$ cat config.mk
export PLATFORM = sky130hd
export DESIGN_NAME = demod_segment_scheduler
export DESIGN_NICKNAME = d
export VERILOG_FILES = /design/src/rtl/demod_segment_scheduler.sv
export SDC_FILE = /design/constraint.sdc
export NUM_CORES = 1
export LEC_CHECK = 0
export ABC_AREA = 0
export BUFFER_PORTS_ARGS = -buffer_cell sky130_fd_sc_hd__buf_4
export CORE_AREA = 2 2 94 96
export DETAILED_ROUTE_END_ITERATION = 7
export DIE_AREA = 0 0 96 98
export GPL_ROUTABILITY_DRIVEN = 0
export PLACE_DENSITY = 0.71
export SLEW_MARGIN = 20
export SYNTH_ARGS = -nofsm -noshare
export SYNTH_HDL_FRONTEND = slang
export SYNTH_SLANG_ARGS = --single-unit
$ cat constraint.sdc
create_clock -name clk -period 3 [get_ports clk]
set_input_delay 0.3 -clock clk [delete_from_list [all_inputs] [get_ports clk]]
set_output_delay 0.3 -clock clk [all_outputs]
set_load 0.1 [all_outputs]
$ cat src/rtl/demod_segment_scheduler.sv
// Round-robin scheduler sharing one fixed-latency demodulation segment stage between
// NUM_REQ requesters; holds start until valid, releases for one cycle, aborts on watchdog.
module demod_segment_scheduler #(
   parameter int NUM_REQ = 4,
   parameter int DATA_W  = 32,
   parameter int ID_W    = 2,
   parameter int SEG_LAT = 3,
   parameter int TIMEOUT = 16
) (
   input  logic                      clk,
   input  logic                      reset,
   input  logic [NUM_REQ-1:0]        req,
   input  logic [NUM_REQ*DATA_W-1:0] req_data,
   output logic [NUM_REQ-1:0]        gnt,
   output logic [DATA_W-1:0]         seg_input_bit,
   output logic                      seg_start,
   input  logic                      seg_valid,
   output logic                      done,
   output logic                      err,
   output logic [ID_W-1:0]           done_id,
   output logic                      busy
);

   // Never let the watchdog fire before a healthy stage could have answered.
   localparam int WD_LIMIT = (TIMEOUT > SEG_LAT + 1) ? TIMEOUT : SEG_LAT + 2;
   localparam int WD_W     = $clog2(WD_LIMIT);

   typedef enum logic [1:0] {
      S_IDLE,
      S_RUN,
      S_RELEASE
   } state_e;

   state_e              state_q, state_d;
   logic [ID_W-1:0]     rr_ptr_q, rr_ptr_d;
   logic [ID_W-1:0]     cur_id_q, cur_id_d;
   logic [WD_W-1:0]     wd_q, wd_d;
   logic [NUM_REQ-1:0]  gnt_q, gnt_d;
   logic [DATA_W-1:0]   seg_data_q, seg_data_d;
   logic                seg_start_q, seg_start_d;
   logic                done_q, done_d;
   logic                err_q, err_d;
   logic [ID_W-1:0]     done_id_q, done_id_d;
   logic                busy_q, busy_d;

   logic                found;
   logic [ID_W-1:0]     idx;
   logic [ID_W-1:0]     winner;
   logic [DATA_W-1:0]   win_word;

   // Rotating priority search starting at rr_ptr_q.
   always_comb begin
      found    = 1'b0;
      idx      = '0;
      winner   = '0;
      win_word = '0;
      for (int i = 0; i < NUM_REQ; i++) begin
         idx = ID_W'((int'(rr_ptr_q) + i) % NUM_REQ);
         if (!found && req[idx]) begin
            found  = 1'b1;
            winner = idx;
         end
      end
      for (int i = 0; i < NUM_REQ; i++) begin
         if (winner == ID_W'(i)) win_word = req_data[i*DATA_W +: DATA_W];
      end
   end

   // NOTE: every combinational output gets a default before the case, so no path
   // through the block leaves a signal unassigned and no latch is inferred.
   always_comb begin
      state_d     = state_q;
      rr_ptr_d    = rr_ptr_q;
      cur_id_d    = cur_id_q;
      wd_d        = wd_q;
      gnt_d       = '0;
      seg_data_d  = seg_data_q;
      seg_start_d = seg_start_q;
      done_d      = 1'b0;
      err_d       = 1'b0;
      done_id_d   = done_id_q;
      busy_d      = busy_q;

      unique case (state_q)
         S_IDLE: begin
            if (found) begin
               gnt_d       = NUM_REQ'(1) << winner;
               seg_data_d  = win_word;
               cur_id_d    = winner;
               rr_ptr_d    = (winner == ID_W'(NUM_REQ - 1)) ? '0 : winner + ID_W'(1);
               wd_d        = '0;
               seg_start_d = 1'b1;
               busy_d      = 1'b1;
               state_d     = S_RUN;
            end
         end
         S_RUN: begin
            // Valid wins over the watchdog when both happen in the same cycle.
            if (seg_valid) begin
               done_d      = 1'b1;
               done_id_d   = cur_id_q;
               seg_start_d = 1'b0;
               state_d     = S_RELEASE;
            end else if (wd_q == WD_W'(WD_LIMIT - 1)) begin
               err_d       = 1'b1;
               done_id_d   = cur_id_q;
               seg_start_d = 1'b0;
               state_d     = S_RELEASE;
            end else begin
               wd_d = wd_q + WD_W'(1);
            end
         end
         S_RELEASE: begin
            busy_d  = 1'b0;
            state_d = S_IDLE;
         end
         default: state_d = S_IDLE;
      endcase
   end

   // NOTE: state registers use non-blocking assignments so every flop samples
   // the pre-edge value of every other flop, independent of statement order.
   always_ff @(posedge clk or posedge reset) begin
      if (reset) begin
         state_q     <= S_IDLE;
         rr_ptr_q    <= '0;
         cur_id_q    <= '0;
         wd_q        <= '0;
         gnt_q       <= '0;
         seg_data_q  <= '0;
         seg_start_q <= 1'b0;
         done_q      <= 1'b0;
         err_q       <= 1'b0;
         done_id_q   <= '0;
         busy_q      <= 1'b0;
      end else begin
         state_q     <= state_d;
         rr_ptr_q    <= rr_ptr_d;
         cur_id_q    <= cur_id_d;
         wd_q        <= wd_d;
         gnt_q       <= gnt_d;
         seg_data_q  <= seg_data_d;
         seg_start_q <= seg_start_d;
         done_q      <= done_d;
         err_q       <= err_d;
         done_id_q   <= done_id_d;
         busy_q      <= busy_d;
      end
   end

   assign gnt           = gnt_q;
   assign seg_input_bit = seg_data_q;
   assign seg_start     = seg_start_q;
   assign done          = done_q;
   assign err           = err_q;
   assign done_id       = done_id_q;
   assign busy          = busy_q;

endmodule

After elaboration in Yosys (flattened, before gate mapping). Index checks and enable logic that the tools add are counted.

Word-level logic and storage cells: 91. Flip-flop bits (word level): 52. Output and inout port bits: 42. Bits of input ports: 135.

Shift-type cells: 1. Multiplexer cells: 43. $lt $le $gt $ge: 4. Reduce and logical (&&, ||, !) cells: 17. Eq/ne operators: 10. $add $sub $neg: 5.

Operators with widths (count): $mux 32 (4); $mux 2 (10); $mux 4 (5); $mux 1 (16); $lt 2x3->1 const B (4); $bmux 1 s2 (4); $pmux 4 s2 (1); $reduce_and 2->1 (4); $eq 2x2->1 const B (3); $ne 2x2->1 const B (3); $reduce_bool 2->1 (3); $add 2x1->2 const B (2); $add 2x2->2 const B (2); $add 4x1->4 const B (1); $eq 2x1->1 const B (2); $eq 4x4->1 const B (1); $logic_not 2->1 (2); $pmux 1 s2 (2); $pmux 2 s2 (1); $reduce_and 4->1 (1); $shl 1x2->4 const A (1); $logic_and 1x1->1 (3); $logic_not 1->1 (3); $ne 3x3->1 const B (1); $reduce_and 3->1 (1).

Longest topological paths before layout.
Word-level depth: 17. Gate-level depth with buffers: 9. Depth with buffers taken out: 7.

Worst setup path after synthesis. OpenSTA, ideal clock, no wires.

Path kind: register to register. From: reg rr_ptr_q[1]. To: reg seg_data_q[0] (netlist: seg_input_bit[0]). Slack: 727 ps. Cell stages (with the launch flop): 9. Period minus slack after synthesis: 2273 ps. Buffers on the path: 2. Data required time: 2917 ps. Data arrival time: 2191 ps. Cells stage by stage: dfrtp_1 mux2i_1 nor2_1 or4_1 ha_1 buf_2 clkbuf_1 a221o_1 a31oi_1.

Longest elaborated chain between the ends: 17. Elaborated cells between the ends (all ways): 34. Classes of those cells: add/sub: 3; eq/ne: 3; mux: 20; reduce/logical: 8.

RTL lines: from (decl) (RTL line 35) `logic [ID_W-1:0] rr_ptr_q, rr_ptr_d;`; from (signal assigned) (RTL line 138) `rr_ptr_q <= rr_ptr_d;`; branches (longest 17 deep; another with $add 2x1->2); to (signal assigned) (RTL line 142) `seg_data_q <= seg_data_d;`; to (decl) (RTL line 39) `logic [DATA_W-1:0] seg_data_q, seg_data_d;`.

Parallel ways; which one is timed is not known. The select of a mux whose other input is x is not followed. A chain may end at the register's enable or synchronous reset.

Worst setup path after layout.
From: reg rr_ptr_q[1]. To: reg seg_data_q[17] (netlist: seg_input_bit[17]).

Longest elaborated chain between the ends: 17. Elaborated cells between the ends (all ways): 34. Classes of those cells: add/sub: 3; eq/ne: 3; mux: 20; reduce/logical: 8.

RTL lines: branches (longest 11 deep; another with $add 2x1->2); $mux 2 (*) (RTL line 59) `if (!found && req[idx]) begin`; net winner[0] (RTL line 48) `logic [ID_W-1:0] winner;`; $logic_not 2->1 (RTL line 65) `if (winner == ID_W'(i)) win_word = req_data[i*DATA_W +: DATA_W];`; $mux 32 (3 in a row) (RTL line 65); $mux 32 (*) (RTL line 65).

Mark *: on every way through the listed nets, which the timed path passes. The select of a mux whose other input is x is not followed.

==> summary.md <==
| Metric | Value |
|---|---|
| Crit path DAT | 2.70 ns |
| Max-cap violations | 0 |
| Slew headroom | 48.5% |
| Row count | 34 |
| Area of the mapped netlist | 3240 µm² |
| Grt ovf | 0 |
| Die height | 98 µm |
| Netlist cell types | 35 |
| Worst setup EP type | flip-flop |
| Antenna cell count | 0 |
| DR iter-0 viols | 90 |
| First-pass GRT wire length | 16.4 mm |
| Clock Skew | 0.0121 ns |
| Register bit total from synthesis | 52 |
| Layout Nets | 680 |
| Crit-path cells | mux2i_1, nor2_1, nor4_1, ha_2, buf_12, a21oi_1, a221o_1, a31oi_1 |
| Clock-pin slew on the worst setup and hold paths | 0.10 ns |
| Hold crit path type | in2async |
| Fmax | 404 MHz |
| Worst-Skew Late Latency | 0.31 ns |
| Vias in the first global route | 3,519 |
| Core footprint | 8470 µm² |
| GRT Util Overall | 21.6% |
| Fin crit share | 82.5% |
| Placed Area | 4660 µm² |
| CP required | 3.22 ns |
| Status | completed |
| Final Util | 56.4% |
| Yosys warns | 0 |
| Power Dens Cells | 1310 nW/µm² |
| DRT Pass-1 Iters | 4 |
| Io pins | 177 |
| Peak fanout along the critical path | 55 |
| Initial Util | 38.3% |
| Hold_buf cts | 0 |
| CTS-repair resized insts | 0 |
| Slowest CP cell | nor4_1 |
| Die ar. | 9410 µm² |
| Vias per Instance | 5.40 |
| Leak | 0.00225 µW |
| Detail Placement HPWL | 7.40 mm |
| Routed len/inst | 15.9 µm |
| Share of cells above drive strength 1 | 38.1% |
| Maximum vdd drop | 508 µV |
| Crit Path Class | reg2reg |
| Max Buffers Root-to-Sink | 2 |
| Syn nets | 525 |
| CTS tree | yes |
| H-tree levels | 2 |
| Post-route ant nets | 0 |
| Syn avg cell area | 8.42 µm² |
| Clock sinks | 52 |
| Critical Path Max Stage Delay | 0.44 ns |
| Number of antenna violations at the first check in global routing | 0 |
| Drc violations | 0 |
| Root Buffer | clkbuf_8 |
| Sequential area share after synthesis | 40.1% |
| RSZ-0062 raised after global routing | false |
| Post-CTS setup repair buffer count | 0 |
| Final count of negative-setup-slack endpoints | 0 |
| CP startpoint kind | flip-flop |
| Die width | 96 µm |
| Area Growth Syn to Fin | 47.2% |
| Least-Margin Pin Slew | 0.772 ns |
| Fin crit period | 2.48 ns |
| Vias | 3,507 |
| Fin Setup TNS | 0 ns |
| IO buf count | 176 |
| WL final | 10.3 mm |
| CTS buffer count | 5 |
| Largest net degree at the start of global routing | 56 |
| Max Slew Vio Count | 0 |
| Final hold violations | 0 |
| Final Instance Area | 4770 µm² |
| Post-Syn Instances | 385 |
==> worst paths after layout <==
check	cells after the start	startpoint	to	slack [ns]
setup reg to reg	8	rr_ptr_q[1]	seg_input_bit[17]	0.52
min in group clk	2	seg_valid	done	0.25
max in group asynchronous	2	reset	seg_input_bit[5]	2.47
hold reg to reg	1	cur_id_q[1]	done_id[1]	0.52
hold / removal	2	reset	seg_input_bit[16]	0.09
setup / recovery	8	rr_ptr_q[1]	seg_input_bit[17]	0.52
==> through the flow <==
stage	setup WS, ns	total power [µW]	cells	hold WS [ns]
2_1_floorplan	0.727	4710	385	0.429
5_1_grt	0.305	6600	649	0.151
3_3_place_gp	0.562	5730	641	0.483
3_5_place_dp	0.519	5780	641	0.454
6_report	0.524	6240	649	0.0872
4_1_cts	0.528	6270	649	0.122
==> kinds of logic (layout without fill, tap and decap cells) <==
kind of cell / Yosys count / in the layout / share of synthesized area [%]
AOI/OAI and AO/OA: 148 / 148 / 29.9
adders and majority gates: 5 / 5 / 1.93
buffers and inverters: 77 / 233 / 9.30
DFF: 52 / 52 / 40.1
muxes: 4 / 4 / 1.35
and+or+nand+nor: 99 / 99 / 17.4
==> critical path, delay by kind of cell, from the launching register on <==
kind | cells | cell delay [ns]
flip-flops | 1 | 0.42
adder cells (fa/ha/maj) | 1 | 0.39
AND/OR/NAND/NOR | 2 | 0.53
buffers and inverters | 1 | 0.25
multiplexers | 1 | 0.20
AO/OA/AOI/OAI | 3 | 0.58
==> Yosys cell counts, drive strengths merged <==
cell     n  area share, %
nor3b    2           0.46
o31ai    2           0.46
a31oi   32            6.2
dfrtp   52             40
nor2     7           0.81
o32a     1           0.31
buf      8            1.3
o22ai    1           0.19
nand3    4           0.62
nand3b  32            7.4
clkbuf  29            3.4
mux2i    1           0.31
mux2     3            1.0
a311oi   1           0.27
a32o     1           0.31
o221ai   1           0.27
and2     1           0.19
nor2b    2           0.39
or4      2           0.46
or2      2           0.39
nand2b   3           0.58
inv     40            4.6
o211ai   1           0.23
nor4     2           0.58
or3b     1           0.27
a21oi   70             11
o21ai    5           0.77
ha       5            1.9
a221o   32            9.9
nand2   35            4.1
and3     6            1.2
o21a     1           0.23
==> cell usage in the layout, fill, tap and decap left out, types with 5 or more instances in the layout <==
cell | netlist | layout
a21oi_1 | 70 | 70
a221o_1 | 32 | 32
a31oi_1 | 32 | 32
and3_1 | 6 | 6
buf_4 | 0 | 183
clkbuf_8 | 0 | 5
dfrtp_1 | 52 | 52
inv_1 | 40 | 39
nand2_1 | 35 | 35
nand3b_1 | 32 | 32
nor2_1 | 7 | 5
o21ai_0 | 5 | 5
==> report_power, final <==
part | leakage (µW) | total, µW | switching, µW | internal, µW
logic | 0.00157 | 4500 | 3210 | 1290
clock network | 0.0000541 | 488 | 241 | 247
registers | 0.000619 | 1250 | 211 | 1040
total | 0.00225 | 6240 | 3660 | 2580
==> state kept, by name (all words and copies together) (netlist names) <==
register	cells
busy	1
done	1
seg_start	1
gnt	4
done_id	2
cur_id_q	2
err	1
wd_q	4
seg_input_bit	32
state_q	2
rr_ptr_q	2
==> per-layer routing <==
metal / part of all wire (%) / global-route usage (%) / routed length [µm]
met1: 41 / 27.1 / 4220
met2: 51 / 37.8 / 5270
met3: 6.4 / 4.32 / 663
met4: 1.2 / 4.73 / 127
met5: 0 / 0 / 0
==> layout make-up <==
class | instances | area [µm²]
timing repair buffer | 185 | 1410
sequential | 52 | 1300
tap | 108 | 135
clock buffer | 5 | 68.8
inverter | 40 | 153
multi-input combinational | 256 | 1660
fill | 780 | 3690
clock inverter | 3 | 42.5
Note: power is estimated with default switching activity, not from simulation.
